$ cat src/rtl/uart_tx.sv
// 8N1 UART transmitter: one start bit, eight data bits LSB first, one stop bit.
// A one-cycle DONE state follows each frame, and a new request may be accepted in that cycle.
module uart_tx #(
  parameter int CLK_FREQ = 100_000_000,
  parameter int BAUD     = 9600
) (
  input  logic       clk,
  input  logic       rst,
  input  logic       tx_start,
  input  logic [7:0] tx_data,
  output logic       tx,
  output logic       tx_busy,
  output logic       tx_done
);

  localparam int CLKS_PER_BIT = CLK_FREQ / BAUD;
  localparam int CNT_W        = $clog2(CLKS_PER_BIT);
  localparam logic [CNT_W-1:0] CNT_LAST = CNT_W'(CLKS_PER_BIT - 1);

  typedef enum logic [2:0] {
    IDLE  = 3'd0,
    START = 3'd1,
    DATA  = 3'd2,
    STOP  = 3'd3,
    DONE  = 3'd4
  } state_t;

  state_t           state_r;
  logic [CNT_W-1:0] baud_cnt_r;
  logic [2:0]       bit_idx_r;
  logic [7:0]       shift_r;
  logic             bit_end_s;

  // last clock of the current bit period
  always_comb begin
    bit_end_s = (baud_cnt_r == CNT_LAST);
  end

  // frame sequencer; tx, tx_busy and tx_done are all registered here
  always_ff @(posedge clk) begin
    if (rst) begin
      state_r    <= IDLE;
      baud_cnt_r <= '0;
      bit_idx_r  <= 3'd0;
      shift_r    <= 8'h00;
      tx         <= 1'b1;
      tx_busy    <= 1'b0;
      tx_done    <= 1'b0;
    end else begin
      case (state_r)
        IDLE, DONE: begin
          tx_done <= 1'b0;
          if (tx_start) begin
            state_r    <= START;
            shift_r    <= tx_data;
            baud_cnt_r <= '0;
            bit_idx_r  <= 3'd0;
            tx         <= 1'b0;
            tx_busy    <= 1'b1;
          end else begin
            state_r <= IDLE;
            tx      <= 1'b1;
            tx_busy <= 1'b0;
          end
        end
        START: begin
          if (bit_end_s) begin
            state_r    <= DATA;
            baud_cnt_r <= '0;
            tx         <= shift_r[0];
          end else begin
            baud_cnt_r <= baud_cnt_r + CNT_W'(1);
          end
        end
        DATA: begin
          if (bit_end_s) begin
            baud_cnt_r <= '0;
            if (bit_idx_r == 3'd7) begin
              state_r <= STOP;
              tx      <= 1'b1;
            end else begin
              bit_idx_r <= bit_idx_r + 3'd1;
              tx        <= shift_r[bit_idx_r + 3'd1];
            end
          end else begin
            baud_cnt_r <= baud_cnt_r + CNT_W'(1);
          end
        end
        STOP: begin
          if (bit_end_s) begin
            state_r    <= DONE;
            baud_cnt_r <= '0;
            tx         <= 1'b1;
            tx_busy    <= 1'b0;
            tx_done    <= 1'b1;
          end else begin
            baud_cnt_r <= baud_cnt_r + CNT_W'(1);
          end
        end
        default: begin
          // unreachable encodings fall back to a quiet idle line
          state_r    <= IDLE;
          baud_cnt_r <= '0;
          bit_idx_r  <= 3'd0;
          tx         <= 1'b1;
          tx_busy    <= 1'b0;
          tx_done    <= 1'b0;
        end
      endcase
    end
  end

endmodule

$ cat config.mk
export PLATFORM = sky130hd
export DESIGN_NAME = uart_tx
export DESIGN_NICKNAME = d
export VERILOG_FILES = /design/src/rtl/uart_tx.sv
export SDC_FILE = /design/constraint.sdc
export NUM_CORES = 1
export LEC_CHECK = 0
export ABC_CLOCK_PERIOD_IN_PS = 5510
export CAP_MARGIN = 20
export CORE_MARGIN = 3
export CORE_UTILIZATION = 35
export CTS_CLUSTER_DIAMETER = 120
export DETAILED_ROUTE_END_ITERATION = 8
export HOLD_SLACK_MARGIN = 0.03
export MAX_ROUTING_LAYER = met4
export SYNTH_ARGS = -nofsm -noshare
export SYNTH_HDL_FRONTEND = slang
export SYNTH_SLANG_ARGS = --single-unit
$ cat constraint.sdc
create_clock -name clk -period 5.51 [get_ports clk]
set_clock_uncertainty 0.2 [all_clocks]
set_input_delay 1.102 -clock clk [delete_from_list [all_inputs] [get_ports clk]]
set_output_delay 1.102 -clock clk [all_outputs]
set_load 0.05 [all_outputs]
== After elaboration in Yosys (flattened, before gate mapping) ==
Cells that the tools add are included.
Cells by class
  add/subtract/negate cells: 2
  $mul: 0
  div/mod/pow operators: 0
  $lt $le $gt $ge: 1
  eq/ne operators: 12
  shifts and indexed selects: 0
  muxes and demuxes: 25
  bitwise gates (word level): 2
  reduce and logical (&&, ||, !) cells: 10
Operators by type and width (number)
  14-bit 2-to-1 mux: 2
  14-bit one-hot mux with 2 select lines: 1
  3-bit 2-to-1 mux: 7
  14-bit by 1-bit adder with 14-bit output, second input constant: 1
  14-bit == test, second input constant: 1
  2-bit inequality test, second input constant: 6
  3-bit one-hot mux with 4 select lines: 1
  1-bit 2-to-1 mux: 9
  3-bit one-hot mux with 3 select lines: 1
  4-bit AND reduction: 2
  3-bit by 2-bit == test with 1-bit output, second input constant: 2
  3-bit == test, second input constant: 2
  2-bit OR reduction: 3
  3-bit by 4-bit less-than comparator with 1-bit output, second input constant: 1
  1-bit one-hot mux with 4 select lines: 1
  2-bit AND reduction: 2
  3-bit by 1-bit adder with 3-bit output, second input constant: 1
  1-bit binary-select mux with 3-bit select: 1
  3-bit by 1-bit == test with 1-bit output, second input constant: 1
  3-bit zero test: 1
  1-bit one-hot mux with 3 select lines: 1
  3-bit AND reduction: 1
  3-bit OR reduction: 1
  1-bit inverter: 2
  1-bit one-hot mux with 2 select lines: 1
Storage, ports and cells
  register bits after elaboration: 31
  bits in latches: 0
  RAM bits: 0
  memory bits (read-only): 0
  input port bits: 11
  output and inout bits: 3
  word-level logic and storage cells: 59
  memories kept: 0

== Depth between registers and ports, before layout ==
Gate-level depths: netlist of the first run.
  depth in word-level cells: 6
  gate-level depth with buffers: 7
  mapped depth without buffers: 6

== Worst setup path after synthesis of the first run ==
Ideal clock, no wire load.
  path kind: reg2reg
  start: reg bit_idx_r[0]
  end: reg tx
  setup time: 133 ps
  arrival: 2098 ps
  data required time: 5177 ps
  slack: 3079 ps
  stages on the path, launching flop included: 7
  buffers on the path: 0
  period minus slack after synthesis: 2431 ps
  cells stage by stage: dfxtp_1 -> ha_1 -> ha_1 -> mux2_2 -> mux4_2 -> a2111oi_0 -> nor3_1
Between the ends
  word-level cells in the longest chain between the ends: 6
  elaborated cells between the ends (all ways): 7
  classes of those cells: add/sub (1); eq/ne (1); mux (5)
Ends and longest elaborated chain
  start, declared: line 30  | logic [2:0] bit_idx_r;
  start signal, assigned: line 82  | bit_idx_r <= bit_idx_r + 3'd1;
  3-bit by 1-bit adder with 3-bit output: line 83  | tx <= shift_r[bit_idx_r + 3'd1];
  1-bit binary-select mux with 3-bit select: line 83
  1-bit 2-to-1 mux (not written as such): line 83
  1-bit 2-to-1 mux *: line 78  | if (bit_idx_r == 3'd7) begin
  1-bit 2-to-1 mux *: line 76  | if (bit_end_s) begin
  1-bit one-hot mux with 4 select lines *: line 50  | case (state_r)
  end signal, assigned: line 70  | tx <= shift_r[0];
  end signal, assigned: line 83
  end, declared: line 11  | output logic tx,
Mark *: on every way between the ends. The rest lies on a longest branch, timed or not. The select of a mux whose other input is x is not followed.
A chain may end at the register's enable or synchronous reset.

== Worst setup path in the final report of the first run ==
  start: in tx_start
  end: reg baud_cnt_r[7]
Between the ends
  word-level cells in the longest chain between the ends: 1
Ends and longest elaborated chain
  start, declared: line 9  | input logic tx_start,
  2-bit inequality test (no source line)
  end signal, assigned: line 72  | baud_cnt_r <= baud_cnt_r + CNT_W'(1);
  end signal, assigned: line 86  | baud_cnt_r <= baud_cnt_r + CNT_W'(1);
  end signal, assigned: line 97  | baud_cnt_r <= baud_cnt_r + CNT_W'(1);
  end, declared: line 29  | logic [CNT_W-1:0] baud_cnt_r;
No other way between the ends.

==> impl_metrics.tcl, run 1 <==
set metrics [dict create \
    fillers 413 \
    cap_viol_max_count 0 \
    postCtsSetupBuffers 0 \
    slew_headroom_pct 33.5 \
    routedWlPerCell_um 14.4 \
    clock-sinks 31 \
    hold_class "reg -> reg" \
    whs_ns 0.256 \
    n_antenna_cell 0 \
    clkTransAtPathRegs_ns 0.07 \
    ys_top_cells_by_count "31 x dfxtp_1, 22 x nand2_1, 15 x a21oi_1" \
    slowest_stage "o311ai_0" \
    rsz0062_at_grt "false" \
    syn-num-nets 198 \
    finalWeightedCongestion 0.823 \
    startpoint_type "input port" \
    syn_avg_cell_area_um2 8.45 \
    p_sw_uw 132 \
    critPathRequiredTime_ns 5.49 \
    drv_slew 0 \
    ys_types 39 \
    swShare_pct 25.3 \
    place_area_um2 1710 \
    endpoint_kind "register" \
    synth_ff_type "dfxtp_1" \
    synth_most_common_cell "dfxtp_1" \
    period_share_pct 53.1 \
    io_buffers 13 \
    max_slew.worst_pin.slew_ns 0.984 \
    drcViolationCount 0 \
    die_w_um 72.6 \
    num_vias 1376 \
    finalWirelength_um 3510 \
    ctsResizeCount 0 \
    rows 23 \
    max-vdd-ir-drop_uv 95.5 \
    internal-power_uw 391 \
    slowest_delay_ns 0.85 \
    ys_seq_area_share_pct 39.9 \
    grt_pass1_vias 1288 \
    grtUsageTotal_pct 14.7 \
    finalSetupViolations 0 \
    synthCells 184 \
    first_pass_iters 4 \
    overflow 0 \
    hold_viol_final 0 \
    final_nets 207 \
    seq_power_share_pct 45.7 \
    combPwrFrac_pct 11.7 \
    yosys.area.top_type "dfxtp_1" \
    synth-edff-count 0 \
    clock_path_buffers 2 \
    die_area_um2 5280 \
    worstPathMaxFanout 6 \
    p_leak_nw 0.590 \
    path_cells "clkdlybuf4s50_1 > o311ai_0 > o21ai_0 > a311oi_1" \
    yosys_warnings 0 \
    cp.arrival_ns 2.91 \
    pin_count 14 \
    htreeDepth 2 \
    hold_path_depth 2 \
    synthesis.area_um2 1550 \
    fin_setup_tns_ns 0 \
    period_needed_ns 2.93 \
    drt_iter0_markers 88 \
    drive_gt1_share_pct 8.76 \
    status "completed" \
    core_um2 4140 \
    clk_latency_ns 0.28 \
    cts_tree "yes" \
    synth_seq_cells 31 \
    vias_per_cell 5.64 \
    initial_core_util_pct 37.5 \
    holdBufCountCts 0 \
    powerDensity_nw_per_um2 287 \
    async_flop_share_pct 0 \
    ant_nets 0 \
    final_area_um2 1820 \
    root_buffer "clkbuf_8" \
    place_hpwl_um 2380 \
    pwr-share-clk_pct 42.6 \
    fmaxAchievable_ghz 0.341 \
    yosys-top-cells-area "dfxtp_1 40%, nand2_1 5.3%, a21oi_1 4.8%" \
    grt_max_degree 33 \
    syn2layout_area_growth_pct 17.2 \
    grt_pass1_wl_um 5950 \
    worstRegToRegCells 4 \
    synth_top_area_share_pct 39.9 \
    die_h_um 72.6 \
    numCtsBuffers 5 \
    path_class "in -> reg" \
    antenna_found_initial 0 \
]
## logic make-up after synthesis
group,after synthesis,share of synthesized area [%]
AO/OA/AOI/OAI,39,16.6
AND/OR/NAND/NOR,81,27.5
adder cells (fa/ha/maj),3,2.42
buffers and inverters,16,4.11
multiplexers,5,4.35
XOR/XNOR,9,5.07
flip-flops,31,39.9
## routing by layer
layer	vias to the layer above	track usage (%)	part of all wire [%]
li1	698	-	-
met1	638	19.3	50
met2	30	21.1	44
met3	10	3.31	4.3
met4	0	7.38	2.5
met5	-	-	0
## per-stage QoR
step                cells  util, %  total power [mW]  setup slack, ns
CTS                   244     44.0             0.530             2.60
floorplan             184        -             0.284             3.08
finish                244     44.0             0.523             2.58
detailed placement    236     41.2             0.305             2.33
global route          244     44.0             0.545             2.39
global placement      236     41.2             0.304             2.39
## worst paths after layout
path | end | slack, ns | start
setup / recovery | baud_cnt_r[7] | 2.58 | tx_start
hold / removal | shift_r[5] | 0.26 | shift_r[5]
setup reg to reg | baud_cnt_r[7] | 2.61 | baud_cnt_r[10]
hold reg to reg | shift_r[5] | 0.26 | shift_r[5]
## cells in the final DEF, fill, tap and decap left out, types with 3 or more instances in the layout
master            n
xor2_1            3
inv_1             3
ha_1              3
xnor2_1           6
nor3_1           14
nor4_1            4
o211ai_1          5
clkbuf_8          5
nand3_1           8
mux2_2            4
o21ai_0           3
a21oi_1          15
nand2_1          22
clkdlybuf4s50_1  13
nand4_1           6
nor2_1           10
dfxtp_1          31
nand3b_1          3
o31ai_1           4
## power groups by stage
stage               sequential [mW]  clock, mW  combinational, mW
finish                        0.239      0.223             0.0612
global route                  0.240      0.236             0.0683
CTS                           0.239      0.229             0.0615
detailed placement            0.244          0             0.0613
global placement              0.244          0             0.0603
floorplan                     0.249          0             0.0352
## registers in the layout, indices dropped and copies added (netlist names)
signal	cells
bit_idx_r	3
tx	1
state_r	3
tx_done	1
baud_cnt_r	14
shift_r	8
tx_busy	1
## area by class of cell
cell class | count | area, um^2 | share of cell area (%)
Tap cell | 50 | 62.6 | 3.43
Clock buffer | 5 | 68.8 | 3.78
Multi-Input combinational cell | 137 | 870 | 47.7
Timing Repair Buffer | 15 | 145 | 7.97
Sequential cell | 31 | 621 | 34.1
Clock inverter | 3 | 43.8 | 2.40
Inverter | 3 | 11.3 | 0.618
## critical path, delay by kind of cell
family / cells / cell delay (ns)
AOI/OAI and AO/OA: 3 / 1.32
buffers and inverters: 1 / 0.49
Power figures use the tool's default switching activity.
==> run 2: changes to the inputs <==
Settings changed: ABC_CLOCK_PERIOD_IN_PS 5510 to 2640.
Clock period 5.51 ns to 2.64 ns, I/O delays scaled along.
==> impl_metrics.tcl, run 2 (synthesis gave the netlist of run 1 again) <==
set metrics [dict create \
    place_area_um2 1780 \
    largest-register "baud_cnt_r" \
    holdBufCountCts 0 \
    pin_count 14 \
    final_cells 254 \
    final_area_um2 1910 \
    cp.arrival_ns 2.50 \
    max-vdd-ir-drop_uv 271 \
    fmaxAchievable_ghz 0.392 \
    grt_pass1_wl_um 6270 \
    postCtsSetupBuffers 0 \
    ant_nets 0 \
    hold_viol_final 0 \
    ctsResizeCount 1 \
    multi_input_area_um2 891 \
    grt_pass1_vias 1332 \
    clk_latency_ns 0.27 \
    layout_commonest_cell "dfxtp_1" \
    crit_family "multiplexers" \
    fin_setup_tns_ns 0 \
    p_leak_nw 0.630 \
    drcViolationCount 0 \
    utilization_pct 46.0 \
    clkTransAtPathRegs_ns 0.06 \
    overflow 0 \
    antenna_found_initial 0 \
    critPathRequiredTime_ns 2.59 \
    worstRegToRegCells 6 \
    place_hpwl_um 2510 \
    dp.cells 246 \
    finalPower_mw 1.05 \
    worst_slack_ns 0.0901 \
    slowest_stage "mux4_2" \
    worstPathMaxFanout 5 \
    initial_core_util_pct 37.5 \
    startpoint_type "register" \
    finalWirelength_um 3630 \
    status "completed" \
    drive_gt1_share_pct 13.7 \
    clock-sinks 31 \
    finalWeightedCongestion 0.840 \
    cap_viol_max_count 0 \
    first_pass_iters 4 \
    max_slew.worst_pin.slew_ns 0.498 \
    rows 23 \
    finalSetupViolations 0 \
    vias_per_cell 5.52 \
    final_nets 217 \
    htreeDepth 2 \
    die_w_um 72.6 \
    powerDensity_nw_per_um2 551 \
    largest_reg_flops 14 \
    die_h_um 72.6 \
    cp.depth 6 \
    reg2reg_slack_ns 0.09 \
    path_cells "ha_1 > ha_2 > mux2_2 > mux4_2 > a2111oi_4 > nor3_1" \
    drv_slew 0 \
    die_area_um2 5280 \
    root_buffer "clkbuf_8" \
    routedWlPerCell_um 14.3 \
    io_buffers 13 \
    hold_path_depth 2 \
    n_antenna_cell 0 \
    drt_iter0_markers 65 \
    path_buf_inv 0 \
    dpl_worst_slack_ns 0.00460 \
    grt_max_degree 32 \
    cts_tree "yes" \
    reg_top3 "baud_cnt_r: 14 flops, shift_r: 8 flops" \
    mostFrequentLayoutCells "31 x dfxtp_1, 22 x nand2_1, 15 x a21oi_1" \
    clock_path_buffers 2 \
    period_needed_ns 2.55 \
    period_share_pct 96.6 \
    path_class "reg -> reg" \
    num_vias 1402 \
    grtUsageTotal_pct 15.2 \
    slowest_delay_ns 0.51 \
    endpoint_kind "register" \
    whs_ns 0.256 \
    numCtsBuffers 5 \
    rsz0062_at_grt "false" \
    fillers 422 \
    slew_headroom_pct 66.7 \
    syn2layout_area_growth_pct 22.6 \
    hold_class "reg -> reg" \
    final-seq-area_um2 621 \
    core_um2 4140 \
]
run 2: layout make-up:
cell class | count | share of cell area, %
sequential | 31 | 32.6
inverter | 3 | 0.591
timing repair buffer | 25 | 11.6
multi-input combinational | 137 | 46.7
tap | 50 | 3.28
clock buffer | 8 | 5.25
run 2: worst reg2reg max path, cell delays in order, from the launching register on:
cell,delay (ns)
dfxtp_1,0.35
ha_1,0.22
ha_2,0.38
mux2_2,0.35
mux4_2,0.51
a2111oi_4,0.33
nor3_1,0.10
run 2: layer usage:
metal	vias to the layer above	GRT usage [%]	share of wire, %
met5	-	-	0
met2	31	21.8	44
met1	648	21.3	51
li1	719	-	-
met3	4	3.72	3.9
met4	0	4.10	1.5
run 2: power breakdown:
| group | leakage, nW | internal [mW] | switching [mW] |
|---|---|---|---|
| registers | 0.252 | 0.485 | 0.0137 |
| clock network | 0.0515 | 0.238 | 0.167 |
| logic | 0.327 | 0.0616 | 0.0859 |
| total | 0.630 | 0.784 | 0.266 |
run 2: final timing paths:
kind,from,end
setup / recovery,bit_idx_r[0],tx
hold / removal,shift_r[2],shift_r[2]
setup reg to reg,bit_idx_r[0],tx
hold reg to reg,shift_r[2],shift_r[2]
==> run 3: changes to the inputs <==
Settings changed: ABC_CLOCK_PERIOD_IN_PS 2640 to 2950, PLACE_DENSITY_LB_ADDON set to 0.15.
Clock period 2.64 ns to 2.95 ns, I/O delays scaled along.
==> impl_metrics.tcl, run 3 (synthesis gave the netlist of run 1 again) <==
set metrics [dict create \
    status "completed" \
    overflow 0 \
    grt_pass1_wl_um 6240 \
    grt_pass1_vias 1349 \
    clk_latency_ns 0.29 \
    routedWlPerCell_um 14.9 \
    endpoint_kind "register" \
    clock-sinks 31 \
    grtUsageTotal_pct 15.7 \
    p_sw_uw 246 \
    core_um2 4140 \
    combPwrFrac_pct 12.2 \
    die_h_um 72.6 \
    ant_nets 0 \
    largest-register "baud_cnt_r" \
    fmaxAchievable_ghz 0.387 \
    final-seq-area_um2 621 \
    max_slew.worst_pin.slew_ns 0.737 \
    final_nets 212 \
    clkTransAtPathRegs_ns 0.06 \
    syn2layout_area_growth_pct 20.0 \
    root_buffer "clkbuf_8" \
    rsz0062_at_grt "false" \
    swShare_pct 24.6 \
    io_buffers 13 \
    multi_input_area_um2 870 \
    die_w_um 72.6 \
    powerDensity_nw_per_um2 537 \
    hold_class "reg -> reg" \
    pin_count 14 \
    first_pass_iters 4 \
    critPathRequiredTime_ns 2.91 \
    num_vias 1426 \
    startpoint_type "register" \
    internal-power_uw 756 \
    largest_reg_flops 14 \
    fillers 434 \
    vias_per_cell 5.73 \
    holdBufCountCts 0 \
    cts_tree "yes" \
    fin_setup_tns_ns 0 \
    initial_core_util_pct 37.5 \
    drive_gt1_share_pct 11.1 \
    mostFrequentLayoutCells "31 x dfxtp_1, 22 x nand2_1, 15 x a21oi_1" \
    finalWeightedCongestion 0.796 \
    reg_top3 "baud_cnt_r: 14 flops, shift_r: 8 flops" \
    numCtsBuffers 5 \
    period_share_pct 87.7 \
    max-vdd-ir-drop_uv 242 \
    cap_viol_max_count 0 \
    path_class "reg -> reg" \
    seq_power_share_pct 44.7 \
    hold_viol_final 0 \
    grt_max_degree 32 \
    clock_path_buffers 2 \
    drt_iter0_markers 63 \
    antenna_found_initial 0 \
    layout_commonest_cell "dfxtp_1" \
    postCtsSetupBuffers 0 \
    drv_slew 0 \
    finalSetupViolations 0 \
    period_needed_ns 2.59 \
    cp.arrival_ns 2.55 \
    place_hpwl_um 2580 \
    slew_headroom_pct 50.4 \
    ctsResizeCount 0 \
    worstPathMaxFanout 5 \
    finalWirelength_um 3720 \
    whs_ns 0.255 \
    drcViolationCount 0 \
    die_area_um2 5280 \
    rows 23 \
    n_antenna_cell 0 \
    p_leak_nw 0.615 \
    htreeDepth 2 \
    pwr-share-clk_pct 43.1 \
]
run 3: final cells by class:
| cell class | instances | share of cell area [%] |
|---|---|---|
| clock buffers | 6 | 4.43 |
| clock inverters | 2 | 1.88 |
| inverters | 3 | 0.604 |
| multi-input cells | 137 | 46.6 |
| flip-flops and latches | 31 | 33.3 |
| well taps | 50 | 3.36 |
| repair buffers | 20 | 9.80 |
run 3: final timing paths:
| kind | cells after the start | end | slack [ns] | from |
|---|---|---|---|---|
| setup / recovery | 6 | tx | 0.36 | bit_idx_r[0] |
| hold / removal | 2 | shift_r[4] | 0.25 | shift_r[4] |
| setup reg to reg | 6 | tx | 0.36 | bit_idx_r[0] |
| hold reg to reg | 2 | shift_r[4] | 0.25 | shift_r[4] |
run 3: critical path, stage by stage (launching register included):
cell       delay, ns
dfxtp_1         0.35
ha_1            0.21
ha_1            0.37
mux2_2          0.36
mux4_2          0.47
a2111oi_0       0.40
nor3_1          0.11
run 3: layer usage:
layer | track usage [%] | vias to the layer above | wire length, um
met2 | 24.1 | 22 | 1800
met1 | 19.2 | 685 | 1710
met4 | 6.56 | 0 | 93
li1 | - | 711 | -
met3 | 4.41 | 8 | 125
met5 | - | - | 0
run 3: per-stage QoR:
| stage | instances | cell area, um^2 | setup slack (ns) | utilization, % | total power [mW] |
|---|---|---|---|---|---|
| floorplan | 184 | 1550 | 0.519 | - | 0.530 |
| detailed placement | 241 | 1750 | 0.382 | 42.1 | 0.578 |
| CTS | 249 | 1860 | 0.365 | 45.0 | 1.01 |
| global route | 249 | 1860 | 0.217 | 45.0 | 1.05 |
| finish | 249 | 1860 | 0.364 | 45.0 | 1.00 |
| global placement | 241 | 1750 | 0.454 | 42.1 | 0.577 |
run 3: power groups by stage:
stage          combinational, mW  clock (mW)  sequential (mW)
6_report                   0.122       0.432            0.448
5_1_grt                    0.133       0.463            0.450
4_1_cts                    0.122       0.444            0.447
3_5_place_dp               0.121           0            0.457
3_3_place_gp               0.120           0            0.458
2_1_floorplan             0.0657           0            0.464
